`config.mk`:
```
export PLATFORM = sky130hd
export DESIGN_NAME = shift_register_serializer_ctrl
export DESIGN_NICKNAME = d
export VERILOG_FILES = /design/src/rtl/shift_register_serializer_ctrl.sv
export SDC_FILE = /design/constraint.sdc
export NUM_CORES = 1
export LEC_CHECK = 0
export CAP_MARGIN = 20
export CORE_MARGIN = 2
export CORE_UTILIZATION = 41
export DETAILED_ROUTE_END_ITERATION = 8
export HOLD_SLACK_MARGIN = 0.02
export PLACE_DENSITY = 0.87
export REMOVE_ABC_BUFFERS = 1
export SYNTH_ARGS = -nofsm -noshare
export SYNTH_HDL_FRONTEND = slang
export SYNTH_SLANG_ARGS = --single-unit
```
`constraint.sdc`:
```
create_clock -name clock -period 1.9 [get_ports clock]
set_input_delay 0.19 -clock clock [delete_from_list [all_inputs] [get_ports clock]]
set_output_delay 0.19 -clock clock [all_outputs]
set_load 0.05 [all_outputs]
```
`src/rtl/shift_register_serializer_ctrl.sv`:
```
// rtl/shift_register_serializer_ctrl.sv - sequences an external shift register into a framed serial transmitter
module shift_register_serializer_ctrl #(
  parameter int   SHIFT_WIDTH = 8,
  parameter int   GAP_CYCLES  = 2,
  parameter logic FILL_BIT    = 1'b0
) (
  input  logic                   clock,
  input  logic                   rst_n,
  input  logic                   in_valid,
  output logic                   in_ready,
  input  logic [SHIFT_WIDTH-1:0] in_data,
  input  logic                   abort,
  input  logic                   ser_ready,
  output logic                   ser_valid,
  output logic                   ser_bit,
  output logic                   ser_last,
  output logic                   busy,
  output logic                   sr_load,
  output logic                   sr_enable,
  output logic                   sr_sclr,
  output logic                   sr_shiftin,
  output logic [SHIFT_WIDTH-1:0] sr_data,
  input  logic                   sr_shiftout
);

  localparam int CW = $clog2(SHIFT_WIDTH);
  localparam int GW = (GAP_CYCLES > 1) ? $clog2(GAP_CYCLES) : 1;
  localparam logic [CW-1:0] LAST_CNT = CW'(SHIFT_WIDTH - 1);
  localparam logic [GW-1:0] GAP_LAST = GW'((GAP_CYCLES > 0) ? GAP_CYCLES - 1 : 0);

  typedef enum logic [1:0] {
    IDLE  = 2'd0,
    LOAD  = 2'd1,
    SHIFT = 2'd2,
    GAP   = 2'd3
  } state_t;

  state_t        state, state_next;
  logic [CW-1:0] bit_cnt, bit_cnt_next;
  logic [GW-1:0] gap_cnt, gap_cnt_next;
  logic          capture;

  assign ser_bit    = sr_shiftout;
  assign sr_shiftin = FILL_BIT;

  always_ff @(posedge clock or negedge rst_n) begin
    if (!rst_n) begin
      state   <= IDLE;
      bit_cnt <= '0;
      gap_cnt <= '0;
      sr_data <= '0;
    end else begin
      state   <= state_next;
      bit_cnt <= bit_cnt_next;
      gap_cnt <= gap_cnt_next;
      if (capture) begin
        sr_data <= in_data;
      end
    end
  end

  always_comb begin
    state_next   = state;
    bit_cnt_next = bit_cnt;
    gap_cnt_next = gap_cnt;
    capture      = 1'b0;
    in_ready     = 1'b0;
    busy         = 1'b1;
    ser_valid    = 1'b0;
    ser_last     = 1'b0;
    sr_load      = 1'b0;
    sr_enable    = 1'b0;
    sr_sclr      = 1'b0;
    case (state)
      IDLE: begin
        busy     = 1'b0;
        in_ready = 1'b1;
        if (in_valid) begin
          capture    = 1'b1;
          state_next = LOAD;
        end
      end
      LOAD: begin
        bit_cnt_next = '0;
        sr_enable    = 1'b1;
        if (abort) begin
          sr_sclr    = 1'b1;
          state_next = IDLE;
        end else begin
          sr_load    = 1'b1;
          state_next = SHIFT;
        end
      end
      SHIFT: begin
        // Abort takes priority over a simultaneous transfer; the bit is dropped.
        if (abort) begin
          sr_sclr      = 1'b1;
          sr_enable    = 1'b1;
          bit_cnt_next = '0;
          state_next   = IDLE;
        end else begin
          ser_valid = 1'b1;
          ser_last  = (bit_cnt == LAST_CNT);
          sr_enable = ser_ready;
          if (ser_ready) begin
            if (bit_cnt == LAST_CNT) begin
              bit_cnt_next = '0;
              gap_cnt_next = '0;
              state_next   = (GAP_CYCLES == 0) ? IDLE : GAP;
            end else begin
              bit_cnt_next = bit_cnt + 1'b1;
            end
          end
        end
      end
      GAP: begin
        if (gap_cnt == '0) begin
          sr_sclr   = 1'b1;
          sr_enable = 1'b1;
        end
        if (gap_cnt == GAP_LAST) begin
          gap_cnt_next = '0;
          state_next   = IDLE;
        end else begin
          gap_cnt_next = gap_cnt + 1'b1;
        end
      end
      default: begin
        state_next = IDLE;
      end
    endcase
  end

endmodule
```
==> results.py <==
metrics = {
    "global_routing": {
        "track_usage_pct": 18.0,
        "antenna_found_initial": 0,
        "grt_overflow": 0,
        "grt_pass1_vias": 674,
        "grt_max_degree": 15,
        "grt_pass1_wl_um": 2770,
    },
    "place": {
        "post-place-ws_ns": 0.0542,
        "dp_hpwl_um": 1320,
        "gp_congestion": 0.843,
        "port_buffers": 27,
        "dpl.cell_count": 120,
    },
    "route": {
        "drc": 0,
        "routed-via-count": 609,
        "drtAntennaViolNets": 0,
        "drt_iter0_drc": 7,
        "first_pass_iters": 4,
        "wl_per_cell_um": 12.7,
        "viasPerCell": 4.91,
        "finalWirelength_um": 1580,
    },
    "timing": {
        "period_share_pct": 95.3,
        "hold_slack_ns": 0.284,
        "maxSlewViolCount": 0,
        "max_freq_mhz": 553,
        "rsz0062_at_grt": "false",
        "min_period_ns": 1.81,
        "skew_ns": 0.000370,
        "tightest_slew_ns": 0.581,
        "hold_viol_final": 0,
        "setup_viol": 0,
        "finalWorstSetupSlack_ns": 0.0901,
        "max_slew_margin_pct": 61.2,
    },
    "clock_network": {
        "root_buffer": "clkbuf_4",
        "tritoncts": "yes",
        "cts_buffers": 3,
        "clk_pin_slew_worst_paths_ns": 0.08,
        "clock_path_buffers": 2,
        "cts.sinks": 14,
        "holdBufCountCts": 0,
        "clk_latency_ns": 0.27,
        "cts-htree-levels": 1,
    },
    "synth": {
        "synth_edf_count": 0,
        "synth-seq-cells": 14,
        "yosysSeqAreaShare_pct": 45.5,
        "syn_inst": 69,
        "yosysUniqueCellTypes": 26,
        "yosys_warnings": 0,
        "synth-main-ff-cell": "dfrtp_1",
        "synth_area_per_cell_um2": 11.2,
        "synthesis.area_um2": 771,
        "async_flop_share_pct": 100,
    },
    "floorplanning": {
        "rows": 15,
        "coreArea_um2": 1750,
        "boundaryPins": 31,
        "die_y_um": 47.4,
        "start_util_pct": 44.2,
        "dieArea_um2": 2240,
        "die_x_um": 47.4,
    },
    "setup_path": {
        "r2r_end": "state[1]",
        "reg2reg_from": "state[0]",
        "arrival_ns": 1.62,
        "crit_family": "flip-flops",
        "required_ns": 1.71,
        "r2r_cells": 6,
        "worstSetupStartpointType": "flip-flop",
        "crit_fanout": 6,
        "rrSetupSlack_ns": 0.15,
        "slowest_delay_ns": 0.44,
        "crit_buf_inv": 2,
        "worstPathCellList": "inv_1 -> ha_4 -> o21ai_0 -> a31oi_1 -> buf_12",
        "end_kind": "output pin",
        "cp_slowest_cell": "dfrtp_1",
        "worst-setup-path-type": "reg2out",
    },
    "final_layout": {
        "area_delta_synth_final_pct": 52.4,
        "antenna_cells": 0,
        "post-route-util_pct": 67.3,
        "stdcell_count": 124,
        "nets": 121,
        "drive_gt1_share_pct": 28.3,
    },
    "job": {
        "maxCapViolations": 0,
    },
    "pwr": {
        "powerDensity_nw_per_um2": 1890,
        "p_leak_nw": 0.533,
        "ir_worst_vdd_mv": 1.22,
    },
    "hold_path": {
        "hold_class": "in2async",
    },
    "outcome": {
        "outcome": "finished, final reports clean",
    },
}
worst max path at each step:
stage | end | slack, ns | cells after the start | start
after floorplan | sr_enable | -0.08 | 4 | state[0]
after detailed placement | state[1] | 0.05 | 6 | state[0]
after global placement | state[1] | 0.18 | 6 | state[0]
after CTS | sr_enable | 0.02 | 5 | state[0]
final | sr_enable | 0.09 | 5 | state[0]
after global routing | sr_enable | 0.007 | 5 | state[0]
power by group:
group | switching (mW) | internal [mW]
combinational | 0.890 | 0.615
clock | 0.0886 | 0.116
sequential | 0.0852 | 0.424
total | 1.06 | 1.16
through the flow:
stage	power (mW)	TNS, ns	area (um2)
after floorplan	1.43	-0.0761	751
after global placement	1.97	0	1120
after detailed placement	2.01	0	1120
after CTS	2.22	0	1160
after global routing	2.34	0	1170
final	2.22	0	1170
layout by cell type, fill, tap and decap left out, types with 2 or more instances in the layout:
cell type	count
o21ai_0	5
ha_1	6
buf_4	3
mux2_2	8
nor3_1	2
mux2i_1	2
nor2_1	2
buf_12	6
nand2_1	5
dfrtp_1	13
clkbuf_4	3
clkdlybuf4s50_1	20
inv_1	6
synthesized netlist by cell type, drive strengths merged (2+ instances only):
| library cell | instances | area [um2] |
|---|---|---|
| dfrtp | 14 | 350 |
| nand2 | 5 | 18.8 |
| nor3 | 2 | 10.0 |
| buf | 2 | 15.0 |
| mux2 | 9 | 101 |
| nand2b | 2 | 20.0 |
| ha | 7 | 87.6 |
| o21ai | 5 | 25.0 |
| mux2i | 2 | 20.0 |
| nor2 | 2 | 7.51 |
| inv | 7 | 26.3 |
layout make-up:
class                   count  area [um2]
inverters                   7        26.3
repair buffers             29         343
fillers                   129         571
multi-input cells          45         387
clock buffers               4        36.3
well taps                  25        31.3
flip-flops and latches     14         352
per-layer routing:
metal  track usage, %  wire [um]  vias to the layer above
met1             20.8        663                      284
li1                 -          -                      298
met3             6.15        139                        0
met2             29.5        774                       27
met5                0          0                        -
met4             9.44          0                        0
state kept, by name (all words and copies together) (netlist names):
register,count
sr_data,8
state,2
bit_cnt,3
gap_cnt,1
repair_timing:
item | 4_1_cts | 5_1_grt
resized for setup | 1 | 2
setup endpoints to repair | 1 | 2
setup buffers | 0 | 0
pin swaps | 0 | 1
endpoints found under the hold margin | 0 | 0
logic make-up after synthesis:
group | after synthesis | synth area share, %
AOI/OAI and AO/OA | 13 | 11.5
adders and majority gates | 7 | 11.4
buffers and inverters | 10 | 6.00
DFF | 14 | 45.5
muxes | 11 | 15.7
other | 1 | 0.487
and+or+nand+nor | 13 | 9.42
Note: power is estimated with default switching activity, not from simulation.
